$ cat config.mk
export PLATFORM = sky130hd
export DESIGN_NAME = alarm_clock_multi
export DESIGN_NICKNAME = d
export VERILOG_FILES = /design/src/rtl/alarm_clock_multi.sv
export SDC_FILE = /design/constraint.sdc
export NUM_CORES = 1
export LEC_CHECK = 0
export ABC_AREA = 1
export BUFFER_PORTS_ARGS = -buffer_cell sky130_fd_sc_hd__buf_4
export CORE_UTILIZATION = 48
export CTS_CLUSTER_SIZE = 8
export DETAILED_ROUTE_END_ITERATION = 10
export PLACE_DENSITY = 0.73
export REMOVE_ABC_BUFFERS = 1
export SYNTH_ARGS = -nofsm -noshare
export SYNTH_HDL_FRONTEND = slang
export SYNTH_SLANG_ARGS = --single-unit
$ cat constraint.sdc
create_clock -name iCLK -period 3.9 [get_ports iCLK]
set_input_delay 0.78 -clock iCLK [delete_from_list [all_inputs] [get_ports iCLK]]
set_output_delay 0.78 -clock iCLK [all_outputs]
set_load 0.02 [all_outputs]
$ cat src/rtl/alarm_clock_multi.sv
// alarm_clock_multi: 24 h timekeeper with N_ALARM programmable alarm slots,
// snooze and ring time-out.
//
// Ports:
//   iCLK, iRSTn                 clock, asynchronous active-low reset
//   iEN                         timekeeping enable (prescaler, time and timers hold when low)
//   iSET, iSET_HH/MM/SS         one-cycle time load; out-of-range values are ignored
//   iAL_WE, iAL_SEL, iAL_HH/MM, iAL_ARM   alarm slot write
//   iSNOOZE, iDISMISS           one-cycle user pulses
//   iMODE12                     12 h display select for oHH
//   oHH/oMM/oSS, oPM            current time (oHH follows display mode)
//   oTICK                       one-cycle pulse per elapsed second
//   oRING, oSNZ, oRING_ID       alarm sounding, snoozing, active slot index
//   oARMED                      armed bit of every slot
module alarm_clock_multi #(
  parameter int CLK_HZ     = 50000000,
  parameter int N_ALARM    = 4,
  parameter int SNOOZE_MIN = 5,
  parameter int RING_SEC   = 60,
  localparam int AW        = (N_ALARM > 1) ? $clog2(N_ALARM) : 1
) (
  input  logic               iCLK,
  input  logic               iRSTn,
  input  logic               iEN,
  input  logic               iSET,
  input  logic [4:0]         iSET_HH,
  input  logic [5:0]         iSET_MM,
  input  logic [5:0]         iSET_SS,
  input  logic               iAL_WE,
  input  logic [AW-1:0]      iAL_SEL,
  input  logic [4:0]         iAL_HH,
  input  logic [5:0]         iAL_MM,
  input  logic               iAL_ARM,
  input  logic               iSNOOZE,
  input  logic               iDISMISS,
  input  logic               iMODE12,
  output logic [4:0]         oHH,
  output logic [5:0]         oMM,
  output logic [5:0]         oSS,
  output logic               oPM,
  output logic               oTICK,
  output logic               oRING,
  output logic [AW-1:0]      oRING_ID,
  output logic               oSNZ,
  output logic [N_ALARM-1:0] oARMED
);

  localparam int PW = (CLK_HZ > 1) ? $clog2(CLK_HZ) : 1;
  localparam logic [PW-1:0] PRE_LAST  = PW'(CLK_HZ - 1);
  localparam logic [11:0]   RING_LOAD = 12'(RING_SEC);
  localparam logic [11:0]   SNZ_LOAD  = 12'(SNOOZE_MIN * 60);

  typedef enum logic [1:0] {IDLE, RING, SNOOZE} state_t;

  logic [PW-1:0] pre;
  logic [4:0]    hh;
  logic [5:0]    mm, ss;
  logic [4:0]    hh_inc, hh_nxt, disp_hh;
  logic [5:0]    mm_inc, ss_inc, mm_nxt, ss_nxt;
  logic          set_ok, wr_ok, tick;
  logic [4:0]    al_hh [N_ALARM];
  logic [5:0]    al_mm [N_ALARM];
  logic          hit, match;
  logic [AW-1:0] hit_id, ring_id, id_n;
  logic [11:0]   tmr, tmr_n;
  state_t        state, state_n;

  assign oMM      = mm;
  assign oSS      = ss;
  assign oRING_ID = ring_id;

  assign set_ok = iSET && (iSET_HH <= 5'd23) && (iSET_MM <= 6'd59) && (iSET_SS <= 6'd59);
  assign wr_ok  = iAL_WE && (32'(iAL_SEL) < N_ALARM) && (iAL_HH <= 5'd23) && (iAL_MM <= 6'd59);
  // A valid load pre-empts the prescaler wrap, so no second is counted that cycle.
  assign tick   = iEN && (pre == PRE_LAST) && !set_ok;

  always_comb begin
    ss_inc = ss + 6'd1;
    mm_inc = mm;
    hh_inc = hh;
    if (ss == 6'd59) begin
      ss_inc = '0;
      mm_inc = mm + 6'd1;
      if (mm == 6'd59) begin
        mm_inc = '0;
        hh_inc = (hh == 5'd23) ? '0 : hh + 5'd1;
      end
    end

    hh_nxt = hh;
    mm_nxt = mm;
    ss_nxt = ss;
    if (set_ok) begin
      hh_nxt = iSET_HH;
      mm_nxt = iSET_MM;
      ss_nxt = iSET_SS;
    end else if (tick) begin
      hh_nxt = hh_inc;
      mm_nxt = mm_inc;
      ss_nxt = ss_inc;
    end

    if (!iMODE12)             disp_hh = hh_nxt;
    else if (hh_nxt == 5'd0)  disp_hh = 5'd12;
    else if (hh_nxt > 5'd12)  disp_hh = hh_nxt - 5'd12;
    else                      disp_hh = hh_nxt;
  end

  // Compare against the incremented time so the match lands on the tick
  // that produces HH:MM:00; ascending scan keeps the lowest armed index.
  always_comb begin
    hit    = 1'b0;
    hit_id = '0;
    for (int unsigned i = 0; i < N_ALARM; i++) begin
      if (!hit && oARMED[i] && (al_hh[i] == hh_inc) && (al_mm[i] == mm_inc)) begin
        hit    = 1'b1;
        hit_id = AW'(i);
      end
    end
    match = tick && (ss == 6'd59) && hit;
  end

  always_ff @(posedge iCLK or negedge iRSTn) begin
    if (!iRSTn) begin
      pre    <= '0;
      hh     <= '0;
      mm     <= '0;
      ss     <= '0;
      oHH    <= '0;
      oPM    <= 1'b0;
      oTICK  <= 1'b0;
      oARMED <= '0;
      for (int unsigned i = 0; i < N_ALARM; i++) begin
        al_hh[i] <= '0;
        al_mm[i] <= '0;
      end
    end else begin
      if (set_ok)    pre <= '0;
      else if (iEN)  pre <= (pre == PRE_LAST) ? '0 : pre + 1'b1;
      hh    <= hh_nxt;
      mm    <= mm_nxt;
      ss    <= ss_nxt;
      oHH   <= disp_hh;
      oPM   <= (hh_nxt >= 5'd12);
      oTICK <= tick;
      if (wr_ok) begin
        al_hh[iAL_SEL]  <= iAL_HH;
        al_mm[iAL_SEL]  <= iAL_MM;
        oARMED[iAL_SEL] <= iAL_ARM;
      end
    end
  end

  // tmr counts remaining ticks in RING (time-out) and in SNOOZE (wake-up).
  always_comb begin
    state_n = state;
    tmr_n   = tmr;
    id_n    = ring_id;
    if (set_ok) begin
      state_n = IDLE;
    end else if (wr_ok && (state != IDLE) && (iAL_SEL == ring_id)) begin
      state_n = IDLE;
    end else begin
      case (state)
        IDLE: begin
          if (match) begin
            state_n = RING;
            id_n    = hit_id;
            tmr_n   = RING_LOAD;
          end
        end
        RING: begin
          if (iDISMISS) begin
            state_n = IDLE;
          end else if (iSNOOZE) begin
            state_n = SNOOZE;
            tmr_n   = SNZ_LOAD;
          end else if (tick) begin
            if (tmr == 12'd1) state_n = IDLE;
            else              tmr_n   = tmr - 12'd1;
          end
        end
        SNOOZE: begin
          if (iDISMISS) begin
            state_n = IDLE;
          end else if (tick) begin
            if (tmr == 12'd1) begin
              state_n = RING;
              tmr_n   = RING_LOAD;
            end else begin
              tmr_n = tmr - 12'd1;
            end
          end
        end
        default: state_n = IDLE;
      endcase
    end
  end

  always_ff @(posedge iCLK or negedge iRSTn) begin
    if (!iRSTn) begin
      state   <= IDLE;
      tmr     <= '0;
      ring_id <= '0;
      oRING   <= 1'b0;
      oSNZ    <= 1'b0;
    end else begin
      state   <= state_n;
      tmr     <= tmr_n;
      ring_id <= id_n;
      oRING   <= (state_n == RING);
      oSNZ    <= (state_n == SNOOZE);
    end
  end

endmodule

==> key figures, run 1 <==
Worst setup path
  – CP endpoint kind: register
  – CP Launch Type: register
  – Worst flop-to-flop path startpoint: oSS[1]$_DFFE_PN0P_
  – Crit Path Class: reg -> reg
  – Reg2reg setup slack: 870 ps
  – Reg2Reg Depth: 16
  – RR Endpoint: tmr[11]$_DFFE_PN0P_
  – Crit path DAT: between 3000 and 4000 ps
  – Crit-path max FO: 24
  – Required @ worst endpoint: 4200 ps

Clock tree
  – Clk sinks: 116
  – CTS Hold Buffers Added: 0
  – Clock root cell: clkbuf_16
  – Clk_lat worst skew: between 400 and 500 ps
  – TritonCTS clock tree: done
  – CTS max path bufs: 2
  – Num CTS Buffers: 17
  – Postcts setup bufs: 0
  – CTS HTree Levels: 4
  – CTS resizes: 0
  – Reg clk slew, reported paths: 50 ps

Outcome
  – Status: finished, final reports clean

Global routing
  – Congestion Overflow GR: 0
  – Largest net degree at the start of global routing: 65
  – Vias in the first global route: approximately 6300
  – First-pass GRT wire length: about 30000 um
  – Overall Global Routing Usage: about a quarter
  – Initial antenna violation count: 0

Floorplan
  – Core Box Area: 14600 um^2
  – Initial Utilization: 49.3%
  – Cell row count: 44
  – Die Ht: 124 um
  – Die Span X: roughly 120 um
  – # IOs: between 60 and 70
  – Die area: 15500 um^2

Synthesis
  – Cell Area, Synth: 7190 um^2
  – Avg Cell Area, Syn: about 7.5 um^2
  – Register area share after synthesis: 40.4%
  – Yosys warns: 0
  – Distinct cell type count after synthesis: 43
  – Synth Register Bits: around 120
  – Post-Syn Instances: 957

Routing
  – DR iter-0 viols: 587
  – Post-Route WL: 18100 um
  – Via density: 5.43
  – Detailed Routing Iterations Pass 1: 5
  – Final ANT Viol Nets: 0
  – WL per Instance: 14.8 um
  – Total number of vias: 6637
  – DRC Markers: 0

Placed design
  – HPWL after DPL: roughly 14000 um
  – Port bufs: 65
  – Gp weighted congestion: 0.937

Final layout
  – Fraction of layout cells with a size suffix above 1: 16.4%
  – Synthesis-to-finish area growth: 17.3%
  – Final Core Density: approximately 58%
  – Antenna cell count: 0
  – # nets final: 1080

STA
  – Final Hold Viols: 0
  – Setup TNS: 0 ps
  – Final setup viols: 0
  – Max Slew Vio Count: 0
  – Min Tclk post-route: 3030 ps
  – RSZ-0062 raised after global routing: no
  – Fmax: 330 MHz
  – Worst Skew: approximately 6.6 ps
  – Slew at the pin with the worst max-slew slack: 865 ps
  – Tcrit/Tclk final: between 70% and 80%
  – Rel. slew slack: 42.1%

Power and ir drop
  – Leak pwr: between 4 and 5 nW
  – Power density over the cells: 468 nW/um^2
  – Total power: 3.95 mW
  – Max VDD drop: 433 uV

Run
  – Max-cap viol count: 0

Min path
  – Hold WC Path Type: in -> async
==> layer usage <==
layer	track usage [%]	part of all wire (%)	vias to the layer above
li1	-	-	3289
met1	32.1	45	3087
met2	39.4	47	215
met3	5.76	5.0	46
met4	9.57	3.0	0
met5	0	0	-
==> worst max path at each step <==
| stage | from | to | cells after the start |
|---|---|---|---|
| finish | oSS[1]$_DFFE_PN0P_ | tmr[11]$_DFFE_PN0P_ | 16 |
| global placement | iSET_HH[4] | oHH[3]$_DFF_PN0_ | 17 |
| global route | pre[0]$_DFFE_PN0P_ | oHH[2]$_DFF_PN0_ | 18 |
| detailed placement | iSET_HH[4] | oHH[3]$_DFF_PN0_ | 17 |
| CTS | oSS[1]$_DFFE_PN0P_ | tmr[0]$_DFFE_PN0P_ | 17 |
| floorplan | iSET_HH[4] | oHH[3]$_DFF_PN0_ | 16 |
==> area by class of cell <==
cell class | instances | area, um^2
Fill cell | 1372 | 6150
Clock inverter | 10 | 134
Timing Repair Buffer | 72 | 553
Clock buffer | 19 | 453
Sequential cell | 116 | 2900
Inverter | 131 | 492
Multi-Input combinational cell | 691 | 3670
Tap cell | 184 | 230
==> placed cells by master, fill, tap and decap left out, types with 18 or more instances in the layout <==
master,netlist,final
inv_1,127,127
nor2_1,81,81
nand2_1,244,244
nand3_1,79,79
a21oi_1,20,20
nand4_1,27,27
buf_4,0,71
o21ai_0,73,73
nand2_2,21,21
dfrtp_1,116,116
xor2_1,18,18
==> critical path, stage by stage, from the launching register on <==
cell     delay [ps]
dfrtp_1         420
ha_1            280
nand3_2         140
nor2_8          350
nand3_1         250
nand3_2         210
nand2_1          70
nand2_1          90
nand3_1          80
nor2_1          190
nand3_2         140
nand2_2         110
o21ai_2          70
nand2_2          80
nand2_4         200
nand2_1         150
o21ai_2          50
==> state kept, by name, indices dropped and copies added (netlist names) <==
name,flops
hh,5
oSNZ,1
oMM,6
oSS,6
oRING,1
tmr,12
oRING_ID,2
oARMED,4
state,2
oPM,1
pre,26
al_mm,24
oTICK,1
oHH,5
al_hh,20
==> power by group <==
group / total (mW) / internal [mW] / switching, mW
logic: 0.859 / 0.325 / 0.534
clock network: 1.56 / 1.02 / 0.540
registers: 1.53 / 1.37 / 0.166
==> cell usage after synthesis, drive strengths merged <==
library cell / instances / area (um^2)
nor3: 15 / 75.1
nand2: 271 / 1110
o32ai: 1 / 8.76
a211oi: 3 / 22.5
nand4: 29 / 211
o211ai: 1 / 7.51
xnor2: 8 / 70.1
nor4: 12 / 81.3
a41oi: 1 / 8.76
a31oi: 4 / 25.0
dfrtp: 116 / 2900
xor2: 18 / 158
o22ai: 8 / 50.1
a21boi: 2 / 15.0
inv: 131 / 492
nand3: 93 / 558
a221o: 1 / 10.0
o41ai: 1 / 8.76
buf: 8 / 83.8
o311ai: 3 / 26.3
a21oi: 20 / 100
clkbuf: 11 / 41.3
ha: 12 / 150
nor3b: 1 / 7.51
nor2: 89 / 387
o21ai: 86 / 479
nand3b: 5 / 37.5
o221ai: 5 / 43.8
a22oi: 2 / 15.0
==> kinds of logic after synthesis <==
group           after synthesis  share of synthesized area (%)
fa+ha+maj                    12                           2.09
simple gates                515                           34.4
compound gates              138                           11.4
xor+xnor                     26                           3.17
flops                       116                           40.4
buf+inv                     150                           8.58
==> per-stage QoR <==
step	hold slack, ps	cell area, um^2	std cells	setup WS (ps)
after global routing	520	8440	1223	567
after CTS	480	8440	1223	860
final	449	8440	1223	872
after floorplan	453	7070	938	1080
after global placement	470	7850	1194	891
after detailed placement	476	7850	1194	796
Power figures use the tool's default switching activity.
==> run 2, diff against run 1 <==
- clock period: 3.9 -> 3.03 ns (I/O delays scaled with it)
==> key figures, run 2 (synthesis results as in run 1) <==
Worst setup path
  – Crit path DAT: between 3000 and 4000 ps
  – CP max stage cell: dfrtp_1
  – CP Launch Type: register
  – Required @ worst endpoint: roughly 3300 ps
  – CP endpoint kind: register
  – Crit Path Class: reg -> reg
  – CP cell instances: ha_2, nand3_2, nor2_8, nand2_4, nand2_1, nand3_1, nand2_1, nand3_1, nor2_1, nand3_1, nand2_2, o21ai_2, nand2_2, nand2_8, nand2_1, o21ai_2
  – Worst path max stage delay: about 500 ps
  – Delay-heaviest family, CP: simple AND/OR/NAND/NOR gates
  – Critical path buffer and inverter count: 0
  – Crit-path max FO: 24

Final layout
  – Final instance area: 8680 um^2
  – Largest regs: pre (26), al_mm (24), al_hh (20)
  – Antenna cell count: 0
  – Synthesis-to-finish area growth: 20.7%
  – # fillers: 1335
  – Leading cell types in the layout, fill and taps excluded: nand2_1, inv_1, dfrtp_1, buf_4, nor2_1
  – Final Core Density: 59.5%
  – Commonest non-fill, non-tap cell in the layout: nand2_1
  – Most flops, register: pre
  – Max reg flops: 26
  – # nets final: 1095
  – Fraction of layout cells with a size suffix above 1: roughly 18%

Power and ir drop
  – Max VDD drop: 505 uV
  – Power density over the cells: roughly 630 nW/um^2
  – Leak pwr: 4.31 nW
  – Total power: 5.44 mW

Placed design
  – Gp weighted congestion: ~0.93
  – HPWL after DPL: 13700 um
  – Placed cell area: approximately 7900 um^2
  – Port bufs: 65

STA
  – Fmax: 355 MHz
  – Worst Skew: around 5.3 ps
  – Setup TNS: 0 ps
  – Slew at the pin with the worst max-slew slack: 557 ps
  – Rel. slew slack: 62.5%
  – Final setup viols: 0
  – Max Slew Vio Count: 0
  – Final Hold Viols: 0
  – Min Tclk post-route: 2810 ps
  – Tcrit/Tclk final: 92.9%
  – Hold WS: 84.3 ps

Clock tree
  – TritonCTS clock tree: done
  – Reg clk slew, reported paths: around 60 ps
  – Clk_lat worst skew: 420 ps
  – Clk sinks: about 120
  – CTS HTree Levels: 4
  – Num CTS Buffers: 17
  – CTS max path bufs: 2
  – CTS Hold Buffers Added: 0
  – Clock root cell: clkbuf_16

Routing
  – DRC Markers: 0
  – Post-Route WL: 18600 um
  – WL per Instance: roughly 15 um
  – Total number of vias: 6623
  – Via density: approximately 5.3
  – Final ANT Viol Nets: 0
  – Detailed Routing Iterations Pass 1: 6
  – DR iter-0 viols: 582

Floorplan
  – Die Ht: around 120 um
  – Initial Utilization: 49.3%
  – Cell row count: 44
  – Core Box Area: 14600 um^2
  – Die area: 15500 um^2
  – Die Span X: 124 um
  – # IOs: 66

Run
  – Max-cap viol count: 0

Global routing
  – First-pass GRT wire length: 31100 um
  – Vias in the first global route: 6281
  – Largest net degree at the start of global routing: 66
  – Congestion Overflow GR: 0
  – Overall Global Routing Usage: 25.2%
  – Initial antenna violation count: 0

Min path
  – Hold WC Path Type: in -> async

Outcome
  – Status: finished, final reports clean
-- run 2: through the flow --
step,std cells,setup slack (ps)
after floorplan,938,389
after CTS,1234,18.0
after global placement,1202,112
after detailed placement,1202,28.0
after global routing,1241,-23.0
final,1241,216
-- run 2: worst paths after layout --
path | startpoint | endpoint | slack (ps) | cells past startpoint
max in group asynchronous | iRSTn | oMM[5]$_DFFE_PN0P_ | 2220 | 2
worst max-delay path | oMM[1]$_DFFE_PN0P_ | tmr[11]$_DFFE_PN0P_ | 220 | 16
worst min-delay path | iRSTn | pre[24]$_DFFE_PN0P_ | 80 | 1
min in group iCLK | iMODE12 | oHH[4]$_DFF_PN0_ | 410 | 2
worst min register to register | al_hh[9]$_DFFE_PN0P_ | al_hh[9]$_DFFE_PN0P_ | 490 | 2
worst max register to register | oMM[1]$_DFFE_PN0P_ | tmr[11]$_DFFE_PN0P_ | 220 | 16
-- run 2: timing repair --
| action | in CTS | in global routing |
|---|---|---|
| buffers inserted | 0 | 7 |
| hold endpoints to repair | 0 | 0 |
| resized for setup | 0 | 6 |
| setup endpoints to repair | 0 | 18 |
-- run 2: area by class of cell --
cell class | instances | area, um^2 | area share [%]
clock buffers | 19 | 453 | 5.22
clock inverters | 13 | 229 | 2.64
inverters | 131 | 492 | 5.67
flip-flops and latches | 116 | 2900 | 33.4
repair buffers | 87 | 678 | 7.81
well taps | 184 | 230 | 2.65
multi-input cells | 691 | 3690 | 42.6
-- run 2: power breakdown --
part | leakage [nW] | switching [mW] | total (mW) | internal, mW
Combinational | 2.50 | 0.713 | 1.15 | 0.440
Sequential | 1.49 | 0.209 | 1.97 | 1.76
Clock | 0.321 | 0.744 | 2.33 | 1.58
-- run 2: layer usage --
| metal | vias to the layer above | share of wire [%] | global-route usage [%] |
|---|---|---|---|
| met4 | 0 | 2.5 | 9.50 |
| li1 | 3329 | - | - |
| met1 | 3063 | 45 | 32.8 |
| met2 | 191 | 47 | 41.2 |
| met5 | - | 0 | 0 |
| met3 | 40 | 4.8 | 5.33 |
==> run 3, diff against run 2 <==
- CTS_BUF_LIST: not set -> sky130_fd_sc_hd__clkbuf_8
==> key figures, run 3 (synthesis results as in run 1) <==
Power and ir drop
  – Max VDD drop: 389 uV
  – Sw Pwr: about 1.6 mW
  – Total power: 4.89 mW
  – Register share of total power: 40.1%
  – P_int: approximately 3.3 mW
  – Clock power frac: 36.3%
  – Gate power share: 23.6%
  – Leak pwr: 4.22 nW
  – Power density over the cells: between 500 and 600 nW/um^2
  – Switching Fraction: 32.5%

Floorplan
  – Initial Utilization: 49.3%
  – Cell row count: 44
  – Die Ht: 124 um
  – Core Box Area: about 15000 um^2
  – Die area: ~15000 um^2
  – # IOs: 66
  – Die Span X: about 120 um

Final layout
  – Largest regs: pre (26), al_mm (24), al_hh (20)
  – # nets final: 1095
  – Most flops, register: pre
  – Max reg flops: 26
  – Synthesis-to-finish area growth: 17.9%
  – Final Core Density: about three fifths
  – Commonest non-fill, non-tap cell in the layout: nand2_1
  – Final cell count without fillers: between 1000 and 1500
  – Leading cell types in the layout, fill and taps excluded: nand2_1, inv_1, dfrtp_1, buf_4, nor2_1
  – Fraction of layout cells with a size suffix above 1: a little under a fifth
  – Antenna cell count: 0

Routing
  – DRC Markers: 0
  – Total number of vias: 6631
  – Detailed Routing Iterations Pass 1: 7
  – Via density: between 5 and 6
  – DR iter-0 viols: 546
  – WL per Instance: 15.0 um
  – Final ANT Viol Nets: 0
  – Post-Route WL: 18600 um

Clock tree
  – TritonCTS clock tree: done
  – CTS Hold Buffers Added: 0
  – CTS HTree Levels: 4
  – Reg clk slew, reported paths: 70 ps
  – Num CTS Buffers: 17
  – CTS max path bufs: 2
  – Clk_lat worst skew: around 460 ps
  – Clock root cell: clkbuf_8
  – Clk sinks: 116

STA
  – Max Slew Vio Count: 0
  – Min Tclk post-route: 2770 ps
  – Post-route setup slack: roughly 260 ps
  – Slew at the pin with the worst max-slew slack: 547 ps
  – Fmax: between 300 and 400 MHz
  – Rel. slew slack: a little over three fifths
  – Final setup viols: 0
  – Setup TNS: 0 ps
  – Final Hold Viols: 0
  – Worst Skew: 7.55 ps
  – Tcrit/Tclk final: 91.3%

Global routing
  – Largest net degree at the start of global routing: 66
  – Initial antenna violation count: 0
  – First-pass GRT wire length: 30700 um
  – Overall Global Routing Usage: ~25%
  – Vias in the first global route: 6199
  – Congestion Overflow GR: 0

Worst setup path
  – Reg2reg setup slack: 260 ps
  – Required @ worst endpoint: 3380 ps
  – Crit Path Class: reg -> reg
  – Reg2Reg Depth: 16
  – RR Endpoint: tmr[11]$_DFFE_PN0P_
  – Crit path DAT: about 3100 ps
  – Crit-path max FO: 24
  – CP Launch Type: register
  – Worst flop-to-flop path startpoint: oMM[1]$_DFFE_PN0P_
  – Worst Setup SP: oMM[1]$_DFFE_PN0P_
  – CP endpoint kind: register

Placed design
  – HPWL after DPL: roughly 14000 um
  – Gp weighted congestion: 0.935
  – Place WS: roughly 28 ps
  – Port bufs: 65
  – Placed cell count: 1202

Run
  – Max-cap viol count: 0

Min path
  – Hold WC Path Type: in -> async

Outcome
  – Status: finished, final reports clean
run 3: power groups by stage:
stage | registers, mW | clock network, mW | logic (mW)
finish | 1.96 | 1.77 | 1.15
global route | 1.99 | 1.87 | 1.31
CTS | 1.96 | 1.80 | 1.14
detailed placement | 1.98 | 0 | 1.13
global placement | 1.98 | 0 | 1.11
floorplan | 2.00 | 0 | 0.674
run 3: repair_timing:
item,in CTS,in global routing
gates resized for setup,0,7
setup buffers,0,7
setup endpoints to repair,0,19
run 3: how the worst max path moves through the flow:
stage / to / slack [ps] / cells past startpoint
after global routing: oHH[3]$_DFF_PN0_ / -50 / 16
final: tmr[11]$_DFFE_PN0P_ / 260 / 16
after detailed placement: tmr[11]$_DFFE_PN0P_ / 30 / 17
after global placement: tmr[11]$_DFFE_PN0P_ / 110 / 17
after CTS: tmr[11]$_DFFE_PN0P_ / 20 / 17
after floorplan: oHH[3]$_DFF_PN0_ / 390 / 16
run 3: through the flow:
stage	hold slack, ps	area (um^2)
2_1_floorplan	310	7070
3_3_place_gp	470	7910
3_5_place_dp	478	7910
4_1_cts	39.0	8400
5_1_grt	50.7	8480
6_report	42.2	8480
run 3: layout make-up:
class	count	area (um^2)
well taps	184	230
multi-input cells	691	3690
fillers	1361	6110
clock inverters	13	229
flip-flops and latches	116	2910
repair buffers	87	666
clock buffers	19	262
inverters	131	492
run 3: critical path, stage by stage, from the launching register on:
cell     delay (ps)
dfrtp_2         450
ha_1            270
nand3_2         160
nor2_8          220
nand2_4         190
nand2_1         190
nand3_1         100
nand2_1         120
nand3_1          90
nor2_1          100
nand3_1         120
nand2_2         120
o21ai_2          80
nand2_2         120
nand2_8         160
nand2_1         130
o21ai_2          50
run 3: per-layer routing:
layer / track usage (%) / share of wire, %
met3: 5.58 / 5.5
met4: 9.21 / 2.2
met1: 32.7 / 45
met5: 0 / 0
met2: 40.4 / 47
